==> config.mk <==
export PLATFORM = sky130hd
export DESIGN_NAME = riscv_run_ctrl
export DESIGN_NICKNAME = d
export VERILOG_FILES = /design/src/rtl/riscv_pkg.sv /design/src/rtl/run_cycle_counter.sv /design/src/rtl/riscv_run_ctrl.sv
export SDC_FILE = /design/constraint.sdc
export NUM_CORES = 1
export LEC_CHECK = 0
export CORE_MARGIN = 5
export CORE_UTILIZATION = 40
export DETAILED_ROUTE_END_ITERATION = 7
export GPL_ROUTABILITY_DRIVEN = 0
export GPL_TIMING_DRIVEN = 1
export HOLD_SLACK_MARGIN = 0.12
export PLACE_DENSITY = 0.86
export REMOVE_ABC_BUFFERS = 1
export SLEW_MARGIN = 20
export SYNTH_ARGS = -nofsm -noshare
export SYNTH_HDL_FRONTEND = slang
export SYNTH_HIERARCHICAL = 1
export SYNTH_SLANG_ARGS = --single-unit
==> constraint.sdc <==
create_clock -name clk -period 3.4 [get_ports clk]
set_input_delay 1.02 -clock clk [delete_from_list [all_inputs] [get_ports clk]]
set_output_delay 1.02 -clock clk [all_outputs]
set_load 0.005 [all_outputs]
==> src/rtl/riscv_pkg.sv <==
// Shared definitions for the RV32I run sequencer: FSM state encoding,
// halt-cause codes and the SYSTEM instruction encodings that stop a run.
package riscv_pkg;

  // Run sequencer states, in the order IDLE, LOAD, RUN, HALT.
  typedef enum logic [1:0] {
    ST_IDLE = 2'd0,
    ST_LOAD = 2'd1,
    ST_RUN  = 2'd2,
    ST_HALT = 2'd3
  } run_state_e;

  // Reason the last run stopped.
  localparam logic [1:0] CAUSE_NONE    = 2'b00;
  localparam logic [1:0] CAUSE_SYS     = 2'b01;
  localparam logic [1:0] CAUSE_TIMEOUT = 2'b10;
  localparam logic [1:0] CAUSE_TOHOST  = 2'b11;

  // Exact encodings of ECALL and EBREAK (all operand fields zero).
  localparam logic [31:0] INSTR_ECALL  = 32'h0000_0073;
  localparam logic [31:0] INSTR_EBREAK = 32'h0010_0073;

  // True when the CPU is executing an instruction that ends the program.
  function automatic logic is_sys_instr(input logic [31:0] instr);
    return (instr == INSTR_ECALL) || (instr == INSTR_EBREAK);
  endfunction

endpackage

==> src/rtl/run_cycle_counter.sv <==
// Saturating RUN-cycle counter with synchronous clear and enable.
// tc flags that the current count equals MAX_CYCLES-1, i.e. the cycle
// being executed now is the last one allowed before a timeout halt.
module run_cycle_counter #(
  parameter int CNT_W      = 32,
  parameter int MAX_CYCLES = 100000
) (
  input  logic             clk,
  input  logic             reset,
  input  logic             clr,
  input  logic             en,
  output logic [CNT_W-1:0] count,
  output logic             tc
);

  localparam logic [CNT_W-1:0] TC_VAL  = CNT_W'(MAX_CYCLES - 1);
  localparam logic [CNT_W-1:0] SAT_VAL = '1;

  // Count enabled cycles, sticking at all-ones instead of wrapping.
  always_ff @(posedge clk) begin
    if (reset || clr) begin
      count <= '0;
    end else if (en && (count != SAT_VAL)) begin
      count <= count + 1'b1;
    end
  end

  assign tc = (count == TC_VAL);

endmodule

==> src/rtl/riscv_run_ctrl.sv <==
// Run sequencer for the single-cycle RV32I CPU under test.
// Streams a program image into imem, holds the CPU in reset until start,
// releases it, counts RUN cycles and stops it on ECALL/EBREAK or timeout.
// Optional build macro: TOHOST_EN adds a store monitor on TOHOST_ADDR that
// halts with cause 11 and reports pass when the stored value is 1.
//
// Loader handshake: a word transfers on every rising clk edge where
// ld_valid and ld_ready are both high; ld_data/ld_last are only meaningful
// while ld_valid is high, and ld_ready does not depend on ld_valid.
module riscv_run_ctrl
  import riscv_pkg::*;
#(
  parameter int          IMEM_DEPTH  = 512,
  parameter int          MAX_CYCLES  = 100000,
  parameter int          CNT_W       = 32,
  parameter logic [31:0] TOHOST_ADDR = 32'h0000_1000
) (
  input  logic                          clk,
  input  logic                          reset,
  input  logic                          load_start,
  input  logic                          ld_valid,
  output logic                          ld_ready,
  input  logic [31:0]                   ld_data,
  input  logic                          ld_last,
  output logic                          imem_we,
  output logic [$clog2(IMEM_DEPTH)-1:0] imem_waddr,
  output logic [31:0]                   imem_wdata,
  input  logic                          start,
  output logic                          cpu_reset,
  input  logic [31:0]                   PC,
  input  logic [31:0]                   Instr,
  input  logic                          MemWrite,
  input  logic [31:0]                   Mem_WrAddr,
  input  logic [31:0]                   Mem_WrData,
  output logic                          busy,
  output logic                          loaded,
  output logic                          load_ovf,
  output logic                          done,
  output logic [1:0]                    halt_cause,
  output logic [31:0]                   halt_pc,
  output logic                          pass,
  output logic [CNT_W-1:0]              cycle_count,
  output logic [1:0]                    state_dbg
);

  localparam int            AW        = $clog2(IMEM_DEPTH);
  localparam logic [AW-1:0] LAST_ADDR = AW'(IMEM_DEPTH - 1);

  run_state_e    state, state_nxt;
  logic [AW-1:0] ptr, ptr_nxt;
  logic          loaded_nxt, ovf_nxt, pass_nxt;
  logic [1:0]    cause_nxt;
  logic [31:0]   pc_nxt;
  logic          cnt_clr, cnt_en, cnt_tc;
  logic          ld_hs;
  logic          tohost_hit, tohost_pass;

  assign ld_hs = ld_valid && ld_ready;

`ifdef TOHOST_EN
  assign tohost_hit  = MemWrite && (Mem_WrAddr == TOHOST_ADDR);
  assign tohost_pass = (Mem_WrData == 32'd1);
`else
  // Store bus is not monitored in this build.
  logic unused_store_bus;
  assign unused_store_bus = ^{MemWrite, Mem_WrAddr, Mem_WrData, TOHOST_ADDR};
  assign tohost_hit  = 1'b0;
  assign tohost_pass = 1'b0;
`endif

  run_cycle_counter #(
    .CNT_W      (CNT_W),
    .MAX_CYCLES (MAX_CYCLES)
  ) u_cycle_counter (
    .clk   (clk),
    .reset (reset),
    .clr   (cnt_clr),
    .en    (cnt_en),
    .count (cycle_count),
    .tc    (cnt_tc)
  );

  // State and result registers; reset aborts any load or run in progress.
  always_ff @(posedge clk) begin
    if (reset) begin
      state      <= ST_IDLE;
      ptr        <= '0;
      loaded     <= 1'b0;
      load_ovf   <= 1'b0;
      halt_cause <= CAUSE_NONE;
      halt_pc    <= '0;
      pass       <= 1'b0;
    end else begin
      state      <= state_nxt;
      ptr        <= ptr_nxt;
      loaded     <= loaded_nxt;
      load_ovf   <= ovf_nxt;
      halt_cause <= cause_nxt;
      halt_pc    <= pc_nxt;
      pass       <= pass_nxt;
    end
  end

  // Next-state logic: command decode in IDLE/HALT, image load, halt checks.
  always_comb begin
    state_nxt  = state;
    ptr_nxt    = ptr;
    loaded_nxt = loaded;
    ovf_nxt    = load_ovf;
    cause_nxt  = halt_cause;
    pc_nxt     = halt_pc;
    pass_nxt   = pass;
    cnt_clr    = 1'b0;
    cnt_en     = 1'b0;
    case (state)
      ST_IDLE, ST_HALT: begin
        // load_start takes priority; start needs a loaded image.
        if (load_start) begin
          state_nxt  = ST_LOAD;
          ptr_nxt    = '0;
          loaded_nxt = 1'b0;
          ovf_nxt    = 1'b0;
        end else if (start && loaded) begin
          state_nxt = ST_RUN;
          cnt_clr   = 1'b1;
          cause_nxt = CAUSE_NONE;
          pc_nxt    = '0;
          pass_nxt  = 1'b0;
        end
      end
      ST_LOAD: begin
        if (ld_hs) begin
          ptr_nxt = ptr + 1'b1;
          if (ld_last) begin
            state_nxt  = ST_IDLE;
            loaded_nxt = 1'b1;
          end else if (ptr == LAST_ADDR) begin
            // Image filled imem without a last marker: keep what fit.
            state_nxt  = ST_IDLE;
            loaded_nxt = 1'b1;
            ovf_nxt    = 1'b1;
          end
        end
      end
      ST_RUN: begin
        cnt_en = 1'b1;
        if (is_sys_instr(Instr)) begin
          state_nxt = ST_HALT;
          cause_nxt = CAUSE_SYS;
          pc_nxt    = PC;
        end else if (tohost_hit) begin
          state_nxt = ST_HALT;
          cause_nxt = CAUSE_TOHOST;
          pc_nxt    = PC;
          pass_nxt  = tohost_pass;
        end else if (cnt_tc) begin
          state_nxt = ST_HALT;
          cause_nxt = CAUSE_TIMEOUT;
          pc_nxt    = PC;
        end
      end
      default: state_nxt = ST_IDLE;
    endcase
  end

  assign ld_ready   = (state == ST_LOAD);
  assign imem_we    = ld_hs;
  assign imem_waddr = ptr;
  assign imem_wdata = ld_hs ? ld_data : 32'd0;
  assign cpu_reset  = (state != ST_RUN);
  assign busy       = (state == ST_LOAD) || (state == ST_RUN);
  assign done       = (state == ST_HALT);
  assign state_dbg  = state;

endmodule

# Word-level counts from Yosys, hierarchy flattened
# Cells that the tools add are included.
# op_classes
reduce_logical,15
magnitude_cmp,0
div,0
shifts,0
multipliers,0
eq_ne,18
muxes,34
add_sub_neg,2
n_bitwise,0
# ops
op,n
$mux W32,5
$pmux W32 S2,1
$add A32 B1 Y32 const B,1
$eq A32 B17 Y1 const B,1
$eq A32 B21 Y1 const B,1
$eq A32 B7 Y1 const B,1
$ne A32 B32 Y1 const B,1
$mux W2,11
$mux W9,2
$pmux W9 S2,1
$reduce_and A4 Y1,3
$mux W1,10
$ne A2 B2 Y1 const B,5
$add A9 B1 Y9 const B,1
$eq A9 B9 Y1 const B,1
$ne A3 B3 Y1 const B,2
$pmux W2 S3,1
$reduce_and A5 Y1,1
$eq A2 B2 Y1 const B,2
$ne A2 B1 Y1 const B,2
$pmux W1 S2,2
$pmux W2 S2,1
$reduce_bool A2 Y1,2
$logic_and A1 B1 Y1,3
6 further kinds,8
# word_totals
n_memories,0
regBits,79
out_inout_bits,117
ram_bits,0
rom_bits,0
wordCells,76
latch_bits,0

# Longest topological paths before layout
# depth
depth_word,5
ltp_mapped,10

# Hierarchy
# The synthesis kept the hierarchy.
# by_module_without_submodules
module,seq_area_each_um2,n_inst,cells_per_inst,area_per_inst_um2
riscv_run_ctrl,940.9,1,469,3593.4
run_cycle_counter,640.6,1,224,1823.0

# Worst setup path before layout
# No wires, ideal clock.
# synth_path
path_kind,input to register
from,in load_start
to,reg u_cycle_counter.count[9]
setup_time_ns,0.059
stages,7
arrival_time_ns,2.580
path_buffers,2
setup_slack_ns,0.761
cell_sequence,nand4b_4 > clkbuf_1 > inv_1 > or2_2 > clkbuf_1 > or4_1 > nand2_1
# synth_via
elab_chain_cells,3
# synth_lines
item,line_no,text
from (decl),riscv_run_ctrl.sv:20,"input logic load_start,"
$mux W1,riscv_run_ctrl.sv:118,if (load_start) begin
$mux W1,riscv_run_ctrl.sv:115,case (state)
net cnt_clr,riscv_run_ctrl.sv:54,"logic cnt_clr, cnt_en, cnt_tc;"
$logic_or A1 B1 Y1,run_cycle_counter.sv:21,if (reset || clr) begin
to (signal assigned),run_cycle_counter.sv:24,count <= count + 1'b1;
to (decl),run_cycle_counter.sv:12,"output logic [CNT_W-1:0] count,"
# The timed path passes the listed nets, and every way through them passes these cells.
# A chain may end at the register's enable or synchronous reset.

# Worst setup path after layout
# layout_path
from,in ld_data[3]
to,out imem_wdata[3]
# layout_via
elab_chain_cells,1
# layout_lines
item,line_no,text
from (decl),riscv_run_ctrl.sv:23,"input logic [31:0] ld_data,"
$mux W32,riscv_run_ctrl.sv:169,assign imem_wdata = ld_hs ? ld_data : 32'd0;
to (decl),riscv_run_ctrl.sv:27,"output logic [31:0] imem_wdata,"
# Every way passes these cells.

==> impl_metrics.json <==
{
  "cts_tree": "yes",
  "clock-root-buffer": "clkbuf_16",
  "syn_to_final_growth_pct": 45.28,
  "dp_hpwl_um": 13570,
  "cts_buffers": 9,
  "path_common_cell": "clkdlybuf4s50_1",
  "fin_tns_setup_ns": 0,
  "clockBufferDepth": 2,
  "p_leak_nw": 2.746,
  "die_h_um": 126.4,
  "syn_inst": 693,
  "startpoint": "ld_data[3]",
  "drv_cap": 0,
  "slew_headroom_pct": 53.04,
  "synth_edf_count": 0,
  "crit_slowest_cell": "clkdlybuf4s50_1",
  "path_clk_slew_ns": 0.06,
  "viasPerCell": 6.177,
  "clkLatencyLatePin_ns": 0.34,
  "synthTopCellsByArea": "dfxtp_1, nand4_1, o2111ai_1",
  "core-area_sq_um": 13240,
  "crit_type": "input port to primary output",
  "nets": 1042,
  "arrival_ns": 2.21,
  "grtUsageTotal_pct": 23.28,
  "ys_seq_area_share_pct": 29.20,
  "synth_top_flop_cell": "dfxtp_1",
  "clock_sinks": 79,
  "period_share_pct": 95.02,
  "rsz0062_at_grt": "false",
  "cp.buffers_inverters": 2,
  "crit_family": "buffers and inverters",
  "regToRegSetupSlack_ns": 0.80,
  "status": "completed",
  "drtIter0Drc": 639,
  "finalClockSkew_ns": 0.006426,
  "tightest_slew_ns": 0.6980,
  "post_cts_buffers": 0,
  "yosys_warnings": 6,
  "finalHoldViolations": 0,
  "min_delay_path_depth": 2,
  "power.density_nw_per_um2": 396.6,
  "syn_area_sq_um": 5416,
  "core.rowCount": 42,
  "ys_ff_latch": 79,
  "grt_pass1_wl_um": 31250,
  "drtAntennaViolNets": 0,
  "vdd_ir_drop_max_mv": 0.2475,
  "postCtsHoldBufs": 0,
  "io_buffers": 216,
  "synth_area_per_cell_sq_um": 7.816,
  "wl_per_cell_um": 18.84,
  "first_global_vias": 6081,
  "grt-ovfl-total": 0,
  "path_cells": "clkdlybuf4s50_1 > and3_1 > clkdlybuf4s50_1",
  "yosysTopAreaCellShare_pct": 29.20,
  "drcViolationCount": 0,
  "rr_startpoint": "u_cycle_counter/count[4]",
  "diodes": 0,
  "clock.fmax_mhz": 309.5,
  "worstPathMaxFanout": 1,
  "synth.most_common_cell": "dfxtp_1",
  "fin_crit_ns": 3.231,
  "drive_gt1_share_pct": 7.551,
  "worstReg2RegEnd": "halt_pc[16]",
  "synth_area_leader_cell": "dfxtp_1",
  "min_to": "load_ovf",
  "whs_ns": 0.4888,
  "required_ns": 2.38,
  "crit_path_start_kind": "input port",
  "reg2reg_depth": 9,
  "ys_async_sr_fraction_pct": 0,
  "hold_class": "flip-flop to flip-flop",
  "min_from": "load_ovf",
  "drv_slew": 0,
  "ff_latch_area_sq_um": 1582,
  "multi_input_area_sq_um": 3341,
  "die_x_um": 126.4,
  "setup_viol": 0,
  "cp.depth": 3,
  "ys_types": 57,
  "die_area_sq_um": 15970,
  "num_vias": 6486,
  "drt_pre_antenna_iters": 5,
  "antenna_found_initial": 0,
  "cpPeakStageDelay_ns": 0.52,
  "grt_max_degree": 55,
  "cts_max_level": 3,
  "synth_common_cells": "dfxtp_1, nand2_1, nor2_1",
  "initial_core_util_pct": 40.90,
  "nFillCells": 1164,
  "end_kind": "primary output",
  "boundaryPins": 284,
  "wirelength_um": 19780
}
[state kept, by name, indices dropped and copies added (netlist names)]
register               count
halt_cause                 2
halt_pc                   32
imem_waddr                 9
load_ovf                   1
loaded                     1
state_dbg                  2
u_cycle_counter/count     32
[where the power goes]
group          leakage, nW  switching, mW  internal, mW  total [mW]
Combinational         1.98          0.689         0.533        1.22
Sequential           0.637         0.0424         0.969        1.01
Clock                0.126          0.392         0.495       0.888
[stage by stage]
stage	worst slack (ns)	area, sq um	instances	power (mW)	utilization, %
2_1_floorplan	0.3975	4965	617	1.582	-
3_3_place_gp	-0.06369	7575	1033	2.224	57.20
3_5_place_dp	-0.08377	7575	1033	2.241	57.20
4_1_cts	0.01969	7873	1050	3.129	59.45
5_1_grt	0.1510	7869	1050	3.291	59.42
6_report	0.1692	7869	1050	3.120	59.42
[worst max path at each step]
| stage | slack (ns) | endpoint |
|---|---|---|
| 3_3_place_gp | -0.06 | imem_wdata[13] |
| 5_1_grt | 0.15 | imem_wdata[3] |
| 2_1_floorplan | 0.40 | halt_pc[0] |
| 6_report | 0.17 | imem_wdata[3] |
| 3_5_place_dp | -0.08 | imem_wdata[13] |
| 4_1_cts | 0.02 | imem_wdata[11] |
[kinds of logic after synthesis]
group           Yosys count  synth area share, %
simple gates            337                35.74
other cells               1              0.06923
flops                    79                29.20
xor+xnor                  6               0.9702
buf+inv                  88                9.171
fa+ha+maj                 6                1.386
mux                       4               0.7392
compound gates          172                22.73
[what timing repair did]
action	in CTS	in global routing
cloned	1	0
endpoints found under the setup margin	31	14
gates resized for setup	1	2
[layout make-up]
class | count | share of cell area, %
clock buffer | 11 | 2.958
sequential | 79 | 20.10
tap | 176 | 2.799
inverter | 12 | 0.5724
multi-input combinational | 526 | 42.46
timing repair buffer | 241 | 30.69
clock inverter | 5 | 0.4293
[per-layer routing]
metal / routed length (um) / track usage, % / up-vias
met3: 1505 / 4.203 / 33
met5: 0 / 0 / -
met2: 9541 / 38.64 / 327
li1: - / - / 3070
met1: 8257 / 30.22 / 3056
met4: 478 / 8.644 / 0
[tightest hold or removal path: stages (launching register included)]
cell and delay, ns:
dfxtp_1 0.34, a21oi_1 0.05, nor2_1 0.07
[cells in the final DEF (no fill, tap or decap), types with 6 or more instances in the layout]
| master | netlist | routed |
|---|---|---|
| or3_1 | 16 | 16 |
| nand2_1 | 56 | 56 |
| a31oi_1 | 32 | 32 |
| nor2_1 | 56 | 56 |
| buf_4 | 5 | 20 |
| o2111ai_1 | 34 | 34 |
| nor3_1 | 6 | 6 |
| clkbuf_16 | 0 | 9 |
| a2111oi_0 | 25 | 25 |
| dfxtp_1 | 79 | 79 |
| inv_1 | 12 | 11 |
| clkdlybuf4s50_1 | 0 | 214 |
| a21oi_1 | 30 | 30 |
| and4_1 | 6 | 6 |
| nand3_1 | 47 | 47 |
| xnor2_1 | 6 | 6 |
| nand4_1 | 54 | 54 |
| nor4_1 | 13 | 13 |
| or4_1 | 11 | 11 |
| a2111oi_1 | 8 | 8 |
| and3_1 | 38 | 38 |
| o31ai_1 | 8 | 8 |
| o21ai_0 | 18 | 18 |
No activity file was read; power rests on OpenSTA's default activity.
